==> src/rtl/pulse_sequencer_if.sv <==
// ---------------------------------------------------------------------------
// pulse_sequencer_if
//
// Purpose: groups the control, configuration and status signals of the
// pulse_sequencer into one bundle. The upstream controller and output_reg
// side use the master modport; the sequencer itself uses the slave modport.
//
// Signals (direction as seen from the slave / sequencer):
//   start          in   1   one-cycle burst request (honoured only in IDLE)
//   abort          in   1   level, stops an active burst
//   t_period       in  16   repetition interval in us
//   t_impulse      in  10   impulse length in us
//   n_pulses       in   8   pulses per burst, 0 = continuous
//   out_reg_ready  in   1   output_reg can accept a new impulse
//   sign_start_gen out  1   one-cycle launch strobe to noise_generator
//   t_impulse_out  out 10   latched impulse length, stable for the burst
//   pulse_cnt      out  8   strobes issued in the current burst
//   busy           out  1   sequencer is not idle
//   done           out  1   one-cycle pulse on normal burst completion
//   error          out  1   sticky configuration-error flag
// ---------------------------------------------------------------------------
interface pulse_sequencer_if;
  logic        start;
  logic        abort;
  logic [15:0] t_period;
  logic [9:0]  t_impulse;
  logic [7:0]  n_pulses;
  logic        out_reg_ready;
  logic        sign_start_gen;
  logic [9:0]  t_impulse_out;
  logic [7:0]  pulse_cnt;
  logic        busy;
  logic        done;
  logic        error;

  modport master (
    output start, abort, t_period, t_impulse, n_pulses, out_reg_ready,
    input  sign_start_gen, t_impulse_out, pulse_cnt, busy, done, error
  );

  modport slave (
    input  start, abort, t_period, t_impulse, n_pulses, out_reg_ready,
    output sign_start_gen, t_impulse_out, pulse_cnt, busy, done, error
  );
endinterface

==> src/rtl/pulse_sequencer.sv <==
// ---------------------------------------------------------------------------
// pulse_sequencer
//
// Purpose: upstream control stage of the noise synthesis chain. Emits a burst
// of launch strobes (sign_start_gen) to noise_generator, spaced by a
// programmable repetition interval, each strobe gated by out_reg_ready so the
// output register is never overrun. Holds a stable copy of the impulse length.
//
// Parameters:
//   CLK_PER_US  clock cycles per microsecond (legal range 1..1023)
//
// Ports:
//   clk_i   in  1   system clock, rising edge
//   rst_i   in  1   asynchronous active-high reset
//   bus     slave modport of pulse_sequencer_if (control, config, status)
//
// All outputs come straight from registers.
// ---------------------------------------------------------------------------
module pulse_sequencer #(
  parameter int unsigned CLK_PER_US = 500
) (
  input  logic              clk_i,
  input  logic              rst_i,
  pulse_sequencer_if.slave  bus
);

  typedef enum logic [1:0] {
    IDLE,
    WAIT_READY,
    PERIOD
  } state_t;

  state_t      state_q, state_d;
  logic [31:0] cnt_q, cnt_d;          // cycles since the last strobe
  logic [31:0] limit_q, limit_d;      // interval length in clock cycles
  logic [7:0]  n_pulses_q, n_pulses_d;
  logic [7:0]  pulse_cnt_q, pulse_cnt_d;
  logic [9:0]  t_imp_q, t_imp_d;
  logic        sign_q, sign_d;
  logic        done_q, done_d;
  logic        busy_q, busy_d;
  logic        error_q, error_d;

  logic        cfg_ok;
  logic        period_end;
  logic        last_pulse;
  logic [31:0] limit_calc;

  // The impulse must be non-empty and fit strictly inside one interval.
  assign cfg_ok     = (bus.t_impulse != 10'd0) &&
                      ({6'd0, bus.t_impulse} < bus.t_period);
  // Product of a 16-bit and a 10-bit value always fits in 32 bits.
  assign limit_calc = {16'd0, bus.t_period} * 32'(CLK_PER_US);
  // A valid configuration guarantees limit_q >= 2, so L-1 never underflows
  // while a burst is active.
  assign period_end = (cnt_q == limit_q - 32'd1);
  assign last_pulse = (n_pulses_q != 8'd0) && (pulse_cnt_q == n_pulses_q);

  always_ff @(posedge clk_i or posedge rst_i) begin
    if (rst_i) begin
      state_q     <= IDLE;
      cnt_q       <= '0;
      limit_q     <= '0;
      n_pulses_q  <= '0;
      pulse_cnt_q <= '0;
      t_imp_q     <= '0;
      sign_q      <= 1'b0;
      done_q      <= 1'b0;
      busy_q      <= 1'b0;
      error_q     <= 1'b0;
    end else begin
      state_q     <= state_d;
      cnt_q       <= cnt_d;
      limit_q     <= limit_d;
      n_pulses_q  <= n_pulses_d;
      pulse_cnt_q <= pulse_cnt_d;
      t_imp_q     <= t_imp_d;
      sign_q      <= sign_d;
      done_q      <= done_d;
      busy_q      <= busy_d;
      error_q     <= error_d;
    end
  end

  always_comb begin
    state_d     = state_q;
    cnt_d       = cnt_q;
    limit_d     = limit_q;
    n_pulses_d  = n_pulses_q;
    pulse_cnt_d = pulse_cnt_q;
    t_imp_d     = t_imp_q;
    sign_d      = 1'b0;
    done_d      = 1'b0;
    error_d     = error_q;

    unique case (state_q)
      IDLE: begin
        // abort suppresses a simultaneous start entirely (no error update).
        if (bus.start && !bus.abort) begin
          if (cfg_ok) begin
            limit_d     = limit_calc;
            t_imp_d     = bus.t_impulse;
            n_pulses_d  = bus.n_pulses;
            pulse_cnt_d = '0;
            error_d     = 1'b0;
            state_d     = WAIT_READY;
          end else begin
            error_d = 1'b1;
          end
        end
      end

      WAIT_READY: begin
        if (bus.abort) begin
          state_d = IDLE;
        end else if (bus.out_reg_ready) begin
          sign_d      = 1'b1;
          pulse_cnt_d = pulse_cnt_q + 8'd1;
          cnt_d       = '0;
          state_d     = PERIOD;
        end
      end

      PERIOD: begin
        if (bus.abort) begin
          state_d = IDLE;
        end else begin
          cnt_d = cnt_q + 32'd1;
          if (period_end) begin
            if (last_pulse) begin
              done_d  = 1'b1;
              state_d = IDLE;
            end else if (bus.out_reg_ready) begin
              // Back-to-back strobe keeps the spacing at exactly L cycles.
              sign_d      = 1'b1;
              pulse_cnt_d = pulse_cnt_q + 8'd1;
              cnt_d       = '0;
            end else begin
              // Slip: the next interval restarts from the late strobe.
              state_d = WAIT_READY;
            end
          end
        end
      end

      default: state_d = IDLE;
    endcase

    busy_d = (state_d != IDLE);
  end

  assign bus.sign_start_gen = sign_q;
  assign bus.t_impulse_out  = t_imp_q;
  assign bus.pulse_cnt      = pulse_cnt_q;
  assign bus.busy           = busy_q;
  assign bus.done           = done_q;
  assign bus.error          = error_q;

endmodule

==> src/flat_wrapper.sv <==
// flat-port wrapper written by rule: the top's interface ports become plain ports
module pulse_sequencer_flat 
#(
  parameter int unsigned CLK_PER_US = 500
)
  (clk_i, rst_i, bus_start, bus_abort, bus_t_period, bus_t_impulse, bus_n_pulses, bus_out_reg_ready, bus_sign_start_gen, bus_t_impulse_out, bus_pulse_cnt, bus_busy, bus_done, bus_error);
  pulse_sequencer_if bus_i ();
  input  logic clk_i;
  input  logic rst_i;
  input wire logic [$bits(bus_i.start)-1:0] bus_start;
  input wire logic [$bits(bus_i.abort)-1:0] bus_abort;
  input wire logic [$bits(bus_i.t_period)-1:0] bus_t_period;
  input wire logic [$bits(bus_i.t_impulse)-1:0] bus_t_impulse;
  input wire logic [$bits(bus_i.n_pulses)-1:0] bus_n_pulses;
  input wire logic [$bits(bus_i.out_reg_ready)-1:0] bus_out_reg_ready;
  output wire logic [$bits(bus_i.sign_start_gen)-1:0] bus_sign_start_gen;
  output wire logic [$bits(bus_i.t_impulse_out)-1:0] bus_t_impulse_out;
  output wire logic [$bits(bus_i.pulse_cnt)-1:0] bus_pulse_cnt;
  output wire logic [$bits(bus_i.busy)-1:0] bus_busy;
  output wire logic [$bits(bus_i.done)-1:0] bus_done;
  output wire logic [$bits(bus_i.error)-1:0] bus_error;
  assign bus_i.start = bus_start;
  assign bus_i.abort = bus_abort;
  assign bus_i.t_period = bus_t_period;
  assign bus_i.t_impulse = bus_t_impulse;
  assign bus_i.n_pulses = bus_n_pulses;
  assign bus_i.out_reg_ready = bus_out_reg_ready;
  assign bus_sign_start_gen = bus_i.sign_start_gen;
  assign bus_t_impulse_out = bus_i.t_impulse_out;
  assign bus_pulse_cnt = bus_i.pulse_cnt;
  assign bus_busy = bus_i.busy;
  assign bus_done = bus_i.done;
  assign bus_error = bus_i.error;
  pulse_sequencer #(.CLK_PER_US(CLK_PER_US)) u_core (.clk_i(clk_i), .rst_i(rst_i), .bus(bus_i));
endmodule
==> config.mk <==
export PLATFORM = sky130hd
export DESIGN_NAME = pulse_sequencer_flat
export DESIGN_NICKNAME = d
export VERILOG_FILES = /design/src/rtl/pulse_sequencer_if.sv /design/src/rtl/pulse_sequencer.sv /design/src/flat_wrapper.sv
export SDC_FILE = /design/constraint.sdc
export NUM_CORES = 1
export LEC_CHECK = 0
export BUFFER_PORTS_ARGS = -buffer_cell sky130_fd_sc_hd__buf_2
export CAP_MARGIN = 0
export CORE_ASPECT_RATIO = 1.4
export CORE_MARGIN = 2
export CORE_UTILIZATION = 24
export DETAILED_ROUTE_END_ITERATION = 6
export PLACE_DENSITY = 0.42
export SYNTH_ARGS = -nofsm -noshare
export SYNTH_HDL_FRONTEND = slang
export SYNTH_SLANG_ARGS = --single-unit
==> constraint.sdc <==
create_clock -name clk_i -period 3.65 [get_ports clk_i]
set_input_delay 0.5475 -clock clk_i [delete_from_list [all_inputs] [get_ports clk_i]]
set_output_delay 0.5475 -clock clk_i [all_outputs]
set_load 0.01 [all_outputs]
==> results of run 1 <==
==> critical path, cell delays in order <==
cell,delay [ps]
buf_8,80
clkinvlp_4,150
fa_2,610
fa_1,430
fa_2,540
fa_1,410
inv_2,80
ha_4,200
and3_4,150
a22o_1,250
nor4_2,260
a211o_1,230
a31oi_2,110
a31oi_1,180
xnor2_1,130
o21ai_1,80
==> power by group <==
part,leakage [nW],internal [mW],switching (mW),total [mW]
logic,3.44,2.41,2.29,4.70
registers,1.14,1.23,0.277,1.51
clock network,0.156,0.603,0.423,1.03
==> cell usage after synthesis, drive strengths merged, types with 3 or more instances <==
library cell and count:
a211o 4, a211oi 10, a21o 12, a21oi 16
a31oi 10, and2 3, and3 11, and4 4
buf 6, clkbuf 13, dfrtp 87, fa 54
ha 72, inv 94, nand2 114, nand2b 4
nand3 25, nand4 17, nor2 40, nor2b 3
nor3 41, nor3b 4, nor4 12, nor4b 3
o211a 3, o21ai 40, o31ai 6, or2 5
or3 7, or4 3, xnor2 39, xor2 41
==> per-layer routing <==
layer | up-vias | global-route usage, % | part of all wire (%)
li1 | 3174 | - | -
met1 | 3019 | 15.2 | 44
met2 | 45 | 23.5 | 53
met3 | 16 | 1.16 | 1.2
met4 | 0 | 3.98 | 1.6
met5 | - | 0 | 0
==> logic make-up (layout without fill, tap and decap cells) <==
kind of cell	after synthesis	after routing	synth area share, %
muxes	2	2	0.260
xor gates and xnor gates	80	80	9.11
DFF	87	87	28.3
and+or+nand+nor	301	301	19.6
AOI/OAI and AO/OA	124	124	11.4
adders and majority gates	126	126	25.8
buffers and inverters	113	285	5.60
==> flip-flops by register name (all words and copies together) (netlist names) <==
signal	flops
u_core.cnt_q	32
u_core.limit_q	23
u_core.bus.t_impulse_out	10
u_core.bus.pulse_cnt	8
u_core.n_pulses_q	8
u_core.state_q	2
u_core.bus.busy	1
u_core.bus.done	1
u_core.bus.error	1
u_core.bus.sign_start_gen	1
==> repair_timing <==
item	4_1_cts	5_1_grt
setup endpoints to repair	13	54
setup buffers	5	5
pin swaps	14	7
gates resized for setup	31	16
==> cell type report <==
type | count | area [µm²]
well taps | 395 | 494
clock inverters | 7 | 95.1
multi-input cells | 633 | 5380
flip-flops and latches | 87 | 2180
fillers | 3361 | 21600
inverters | 94 | 380
clock buffers | 9 | 225
repair buffers | 175 | 1250
==> per-stage QoR <==
| step | hold WS (ps) | worst slack, ps | setup TNS, ps | cells |
|---|---|---|---|---|
| global route | 312 | -740 | -7100 | 1400 |
| floorplan | 464 | -635 | -5410 | 833 |
| detailed placement | 459 | -987 | -11050 | 1374 |
| CTS | 287 | -551 | -4690 | 1395 |
| finish | 263 | -532 | -4540 | 1400 |
| global placement | 454 | -991 | -10990 | 1374 |
==> cells in the final DEF, fill, tap and decap left out, types with 9 or more instances in the layout <==
master	count
and3_1	9
fa_1	52
o21ai_0	32
xnor2_1	37
xor2_1	41
nor2_1	37
buf_2	52
a21o_1	12
nor3_1	40
a21oi_1	9
nor4_1	10
nand2_1	114
ha_1	64
buf_4	113
dfrtp_1	86
inv_1	79
nand4_1	17
clkbuf_16	9
nand3_1	24
==> path summary, 6_finish.rpt <==
check	from	to	cells after the start
max	bus_t_period[6]	u_core.limit_q[24]	16
min reg2reg	u_core.bus.t_impulse_out[6]	u_core.bus.t_impulse_out[6]	2
min in group clk_i	bus_n_pulses[2]	u_core.n_pulses_q[2]	3
min	rst_i	u_core.state_q[1]	2
max reg2reg	u_core.limit_q[2]	u_core.bus.pulse_cnt[5]	13
max in group asynchronous	rst_i	u_core.limit_q[15]	3
==> flow_metrics.py, run 1 <==
metrics = {
    "outcome": {
        "outcome": "finished with violations",
        "violations": "negative setup slack",
    },
    "timing": {
        "worstMarginPinSlew_ps": 691,
        "fin_ws_ps": -532,
        "clock_skew_ps": 9.70,
        "slew_headroom_pct": 53.9,
        "finalSetupViolations": 12,
        "finalHoldViolations": 0,
        "drv_slew": 0,
        "period_minus_slack_ps": 4180,
        "max_freq_mhz": 239,
        "rsz0062_at_grt": "yes",
        "period_share_pct": 115,
    },
    "placement": {
        "dpl_cell_area_um2": 9440,
        "dp_hpwl_um": 16400,
        "gp_congestion": 0.769,
        "numPortBuffers": 60,
    },
    "synth": {
        "ys_async_sr_fraction_pct": 100,
        "synth_edf_count": 0,
        "synth_cell_types": 64,
        "synth-seq-area-share_pct": 28.3,
        "synthDominantCellAreaShare_pct": 28.3,
        "synth_fp_nets": 998,
        "synthFlopType": "dfrtp_1",
        "synth_warnings": 0,
        "avgSynthCellArea_um2": 9.23,
        "netlist_area_um2": 7690,
        "synthCells": 833,
        "synthTopCellsByArea": "dfrtp_1 28%, fa_1 14%, ha_1 12%",
        "yosys.area.top_type": "dfrtp_1",
        "ys_ff_latch": 87,
    },
    "floorplan": {
        "die_w_um": 155,
        "core_um2": 31600,
        "rows": 77,
        "initial_core_util_pct": 24.3,
        "ios": 61,
        "dieArea_um2": 33500,
        "die_y_um": 216,
    },
    "pwr": {
        "power.density_nw_per_um2": 723,
        "peakVddDrop_mv": 0.362,
        "p_leak_nw": 4.74,
        "p_total_mw": 7.23,
    },
    "hold_path": {
        "hold_class": "in2async",
    },
    "routing": {
        "drc": 0,
        "drt_pass1_iterations": 4,
        "drtAntennaViolNets": 0,
        "finalWirelength_um": 20000,
        "drtIter0Drc": 261,
        "wl_per_cell_um": 14.3,
        "detail_route.vias_per_cell": 4.47,
        "num_vias": 6254,
    },
    "setup_path": {
        "cp-start-kind": "primary input",
        "path_class": "in2reg",
        "arrival_ps": 4420,
        "crit_required_ps": 3890,
        "end_kind": "flip-flop",
        "cp_max_fo": 4,
        "r2r_setup_slack_ps": 210,
    },
    "global_routing": {
        "grt_max_degree": 57,
        "antenna_found_initial": 0,
        "grt_use_total_pct": 12.6,
        "grt_first_pass_wirelength_um": 34000,
        "grt-ovfl-total": 0,
        "grt_pass1_vias": 6540,
    },
    "layout": {
        "antennaDiodeCount": 0,
        "final_cell_area_um2": 10000,
        "final_util_pct": 31.7,
        "layout.nets": 1165,
        "drive_gt1_share_pct": 26.2,
        "areaGrowthSynthToFinish_pct": 30.1,
    },
    "cts": {
        "cts_buffers": 9,
        "htree_levels": 3,
        "hold_buffers": 0,
        "cts.sinks": 87,
        "clock_latency_ps": 360,
        "clk_root_buffer_cell": "clkbuf_16",
        "clk_pin_slew_ps": 70,
        "cts_tree": "built",
        "cts_buffer_depth": 2,
    },
    "job": {
        "drv_cap": 0,
    },
}
No activity file was read; power rests on OpenSTA's default activity.
==> run 2, diff against run 1 <==
Settings changed: ABC_AREA set to 1.
==> run 2 against run 1 <==
The flow still finishes with violations (negative setup slack). Hold slack lost 150 ps. Sequential share of layout area fell by 2.1 points. Non-clock buffer count grew 7. Clock power is essentially flat. Synthesized cell count is 31% higher. Combinational power rose by 38%. Count of clock-buffer cells in the layout up 1. Area after synthesis is 10% higher. Via count up 21%. Routed wire length increased by 22%.
==> flow_metrics.py, run 2 <==
metrics = {
    "pwr": {
        "p_leak_nw": 5.26,
        "p_total_mw": 9.28,
        "power.density_nw_per_um2": 839,
        "peakVddDrop_mv": 0.317,
    },
    "layout": {
        "drive_gt1_share_pct": 26.5,
        "layout_common_cells": "226 x nand2_1, 157 x inv_1, 115 x buf_4, 87 x dfrtp_1, 62 x nor2_1",
        "final_util_pct": 31.7,
        "final_cell_area_um2": 11100,
        "multi_input_area_um2": 5970,
        "largest_register": "u_core.cnt_q",
        "largest_register_ffs": 32,
        "areaGrowthSynthToFinish_pct": 30.5,
        "layout.nets": 1428,
        "fill_cells": 3839,
        "antennaDiodeCount": 0,
        "final_common_cell": "nand2_1",
        "seq_area_um2": 2180,
    },
    "cts": {
        "hold_buffers": 0,
        "clock_latency_ps": 370,
        "cts_buffers": 9,
        "htree_levels": 3,
        "clk_root_buffer_cell": "clkbuf_16",
        "cts.sinks": 87,
        "cts_buffer_depth": 2,
        "cts_tree": "built",
        "clk_pin_slew_ps": 80,
    },
    "synth": {
        "netlist_area_um2": 8470,
        "synthDominantCellAreaShare_pct": 25.7,
        "synth_warnings": 0,
        "yosysMostFrequentCell": "nand2_1",
        "avgSynthCellArea_um2": 7.79,
        "ys_ff_latch": 87,
        "synth_fp_nets": 1253,
        "synth_edf_count": 0,
        "ys_async_sr_fraction_pct": 100,
        "synth-seq-area-share_pct": 25.7,
        "synthTopCellsByArea": "dfrtp_1 26%, fa_1 13%, ha_1 11%",
        "synthCells": 1088,
        "yosys.area.top_type": "dfrtp_1",
        "synthFlopType": "dfrtp_1",
        "synthTopCellsByCount": "237 x nand2_1, 178 x inv_1, 87 x dfrtp_1",
        "synth_cell_types": 43,
    },
    "timing": {
        "clock_skew_ps": 11.2,
        "rsz0062_at_grt": "yes",
        "period_minus_slack_ps": 3880,
        "hold_ws_ps": 112,
        "slew_headroom_pct": 33.4,
        "drv_slew": 0,
        "worstMarginPinSlew_ps": 998,
        "fin_ws_ps": -228,
        "period_share_pct": 106,
        "finalHoldViolations": 0,
        "finalSetupViolations": 13,
        "max_freq_mhz": 258,
    },
    "global_routing": {
        "busiest_layer": "met2",
        "use_met2_pct": 26.5,
        "use_met3_pct": 1.37,
        "grt-ovfl-total": 0,
        "grt_max_degree": 55,
        "grt_use_total_pct": 13.7,
        "grt_pass1_vias": 7770,
        "antenna_found_initial": 0,
        "grt_first_pass_wirelength_um": 39500,
        "grt_use_met1_pct": 15.6,
    },
    "placement": {
        "gp_congestion": 0.846,
        "dpl_cell_area_um2": 10200,
        "numPortBuffers": 60,
        "dp_hpwl_um": 20400,
        "pre_cts_ws_ps": -746,
    },
    "floorplan": {
        "ios": 61,
        "die_w_um": 163,
        "die_y_um": 226,
        "core_um2": 34900,
        "rows": 81,
        "initial_core_util_pct": 24.3,
        "dieArea_um2": 36800,
    },
    "routing": {
        "drc": 0,
        "drtIter0Drc": 234,
        "drtAntennaViolNets": 0,
        "detail_route.vias_per_cell": 4.39,
        "num_vias": 7564,
        "drt_pass1_iterations": 5,
        "wl_per_cell_um": 14.1,
        "finalWirelength_um": 24400,
    },
    "job": {
        "drv_cap": 0,
    },
    "setup_path": {
        "path_class": "in2reg",
        "arrival_ps": 4100,
        "cp-start-kind": "primary input",
        "cp_max_fo": 5,
        "end_kind": "flip-flop",
        "crit_required_ps": 3870,
    },
    "outcome": {
        "outcome": "finished with violations",
        "violations": "negative setup slack",
    },
    "hold_path": {
        "hold_class": "in2async",
    },
}
run 2: cell count changes after synthesis, moves of 11 or more:
cell	change
inv_1	+84
nor2_2	+13
nand2_2	+12
xnor2_1	-18
o22ai_1	+19
nor2_1	+29
nand3_1	+37
o21ai_0	+23
a21o_1	-11
nor3_1	-26
nand2_1	+123
a21oi_1	+19
run 2: layout make-up:
type	count	share of cell area, %
sequential	87	19.7
timing repair buffer	182	11.9
clock inverter	6	0.702
clock buffer	10	2.16
inverter	181	6.43
tap	456	5.16
multi-input combinational	802	54.0
run 2: path summary, 6_finish.rpt:
path / start / end / slack (ps) / cells after the start
worst min-delay path: rst_i / u_core.bus.pulse_cnt[6] / 110 / 2
worst max register to register: u_core.limit_q[2] / u_core.cnt_q[29] / 550 / 16
max in group asynchronous: rst_i / u_core.limit_q[23] / 2730 / 3
worst min register to register: u_core.bus.t_impulse_out[0] / u_core.bus.t_impulse_out[0] / 480 / 2
worst max-delay path: bus_t_period[1] / u_core.limit_q[16] / -230 / 17
min in group clk_i: bus_n_pulses[3] / u_core.n_pulses_q[3] / 380 / 3
run 2: through the flow:
step	instances	TNS (ps)
5_1_grt	1724	-3820
4_1_cts	1713	-1420
3_3_place_gp	1682	-8700
6_report	1724	-1680
3_5_place_dp	1682	-9140
2_1_floorplan	1088	-2440
run 2: per-layer routing:
layer / routed length, µm / share of wire, % / up-vias
li1: - / - / 3846
met1: 9830 / 40 / 3612
met2: 13700 / 56 / 79
met3: 378 / 1.6 / 27
met4: 509 / 2.1 / 0
met5: 0 / 0 / -
run 2: what timing repair did:
item,in CTS,in global routing
endpoints found under the setup margin,13,14
gates resized for setup,61,35
hold endpoints to repair,0,0
setup buffers,15,12
pin swaps,43,32
run 2: worst max-delay path, cell delays in order:
cell and delay (ps):
buf_8 100, fa_2 580, fa_1 420, inv_1 80
fa_1 440, fa_1 560, inv_2 40, ha_4 300
buf_4 130, buf_6 100, nand2_4 50, nor2_4 90
a21oi_2 60, o21a_1 210, o21ai_2 170, xnor2_2 140
o21ai_1 80
run 2: logic make-up (layout without fill, tap and decap cells):
kind of cell,count (synthesis),after routing,share of synthesized area (%)
flip-flops,87,87,25.7
AND/OR/NAND/NOR,466,466,25.4
adder cells (fa/ha/maj),126,126,23.4
XOR/XNOR,64,64,6.62
AO/OA/AOI/OAI,146,146,9.82
buffers and inverters,199,379,9.05
run 2: where the power goes:
part	internal (mW)	switching, mW
registers	1.34	0.438
logic	3.08	3.41
clock network	0.562	0.444
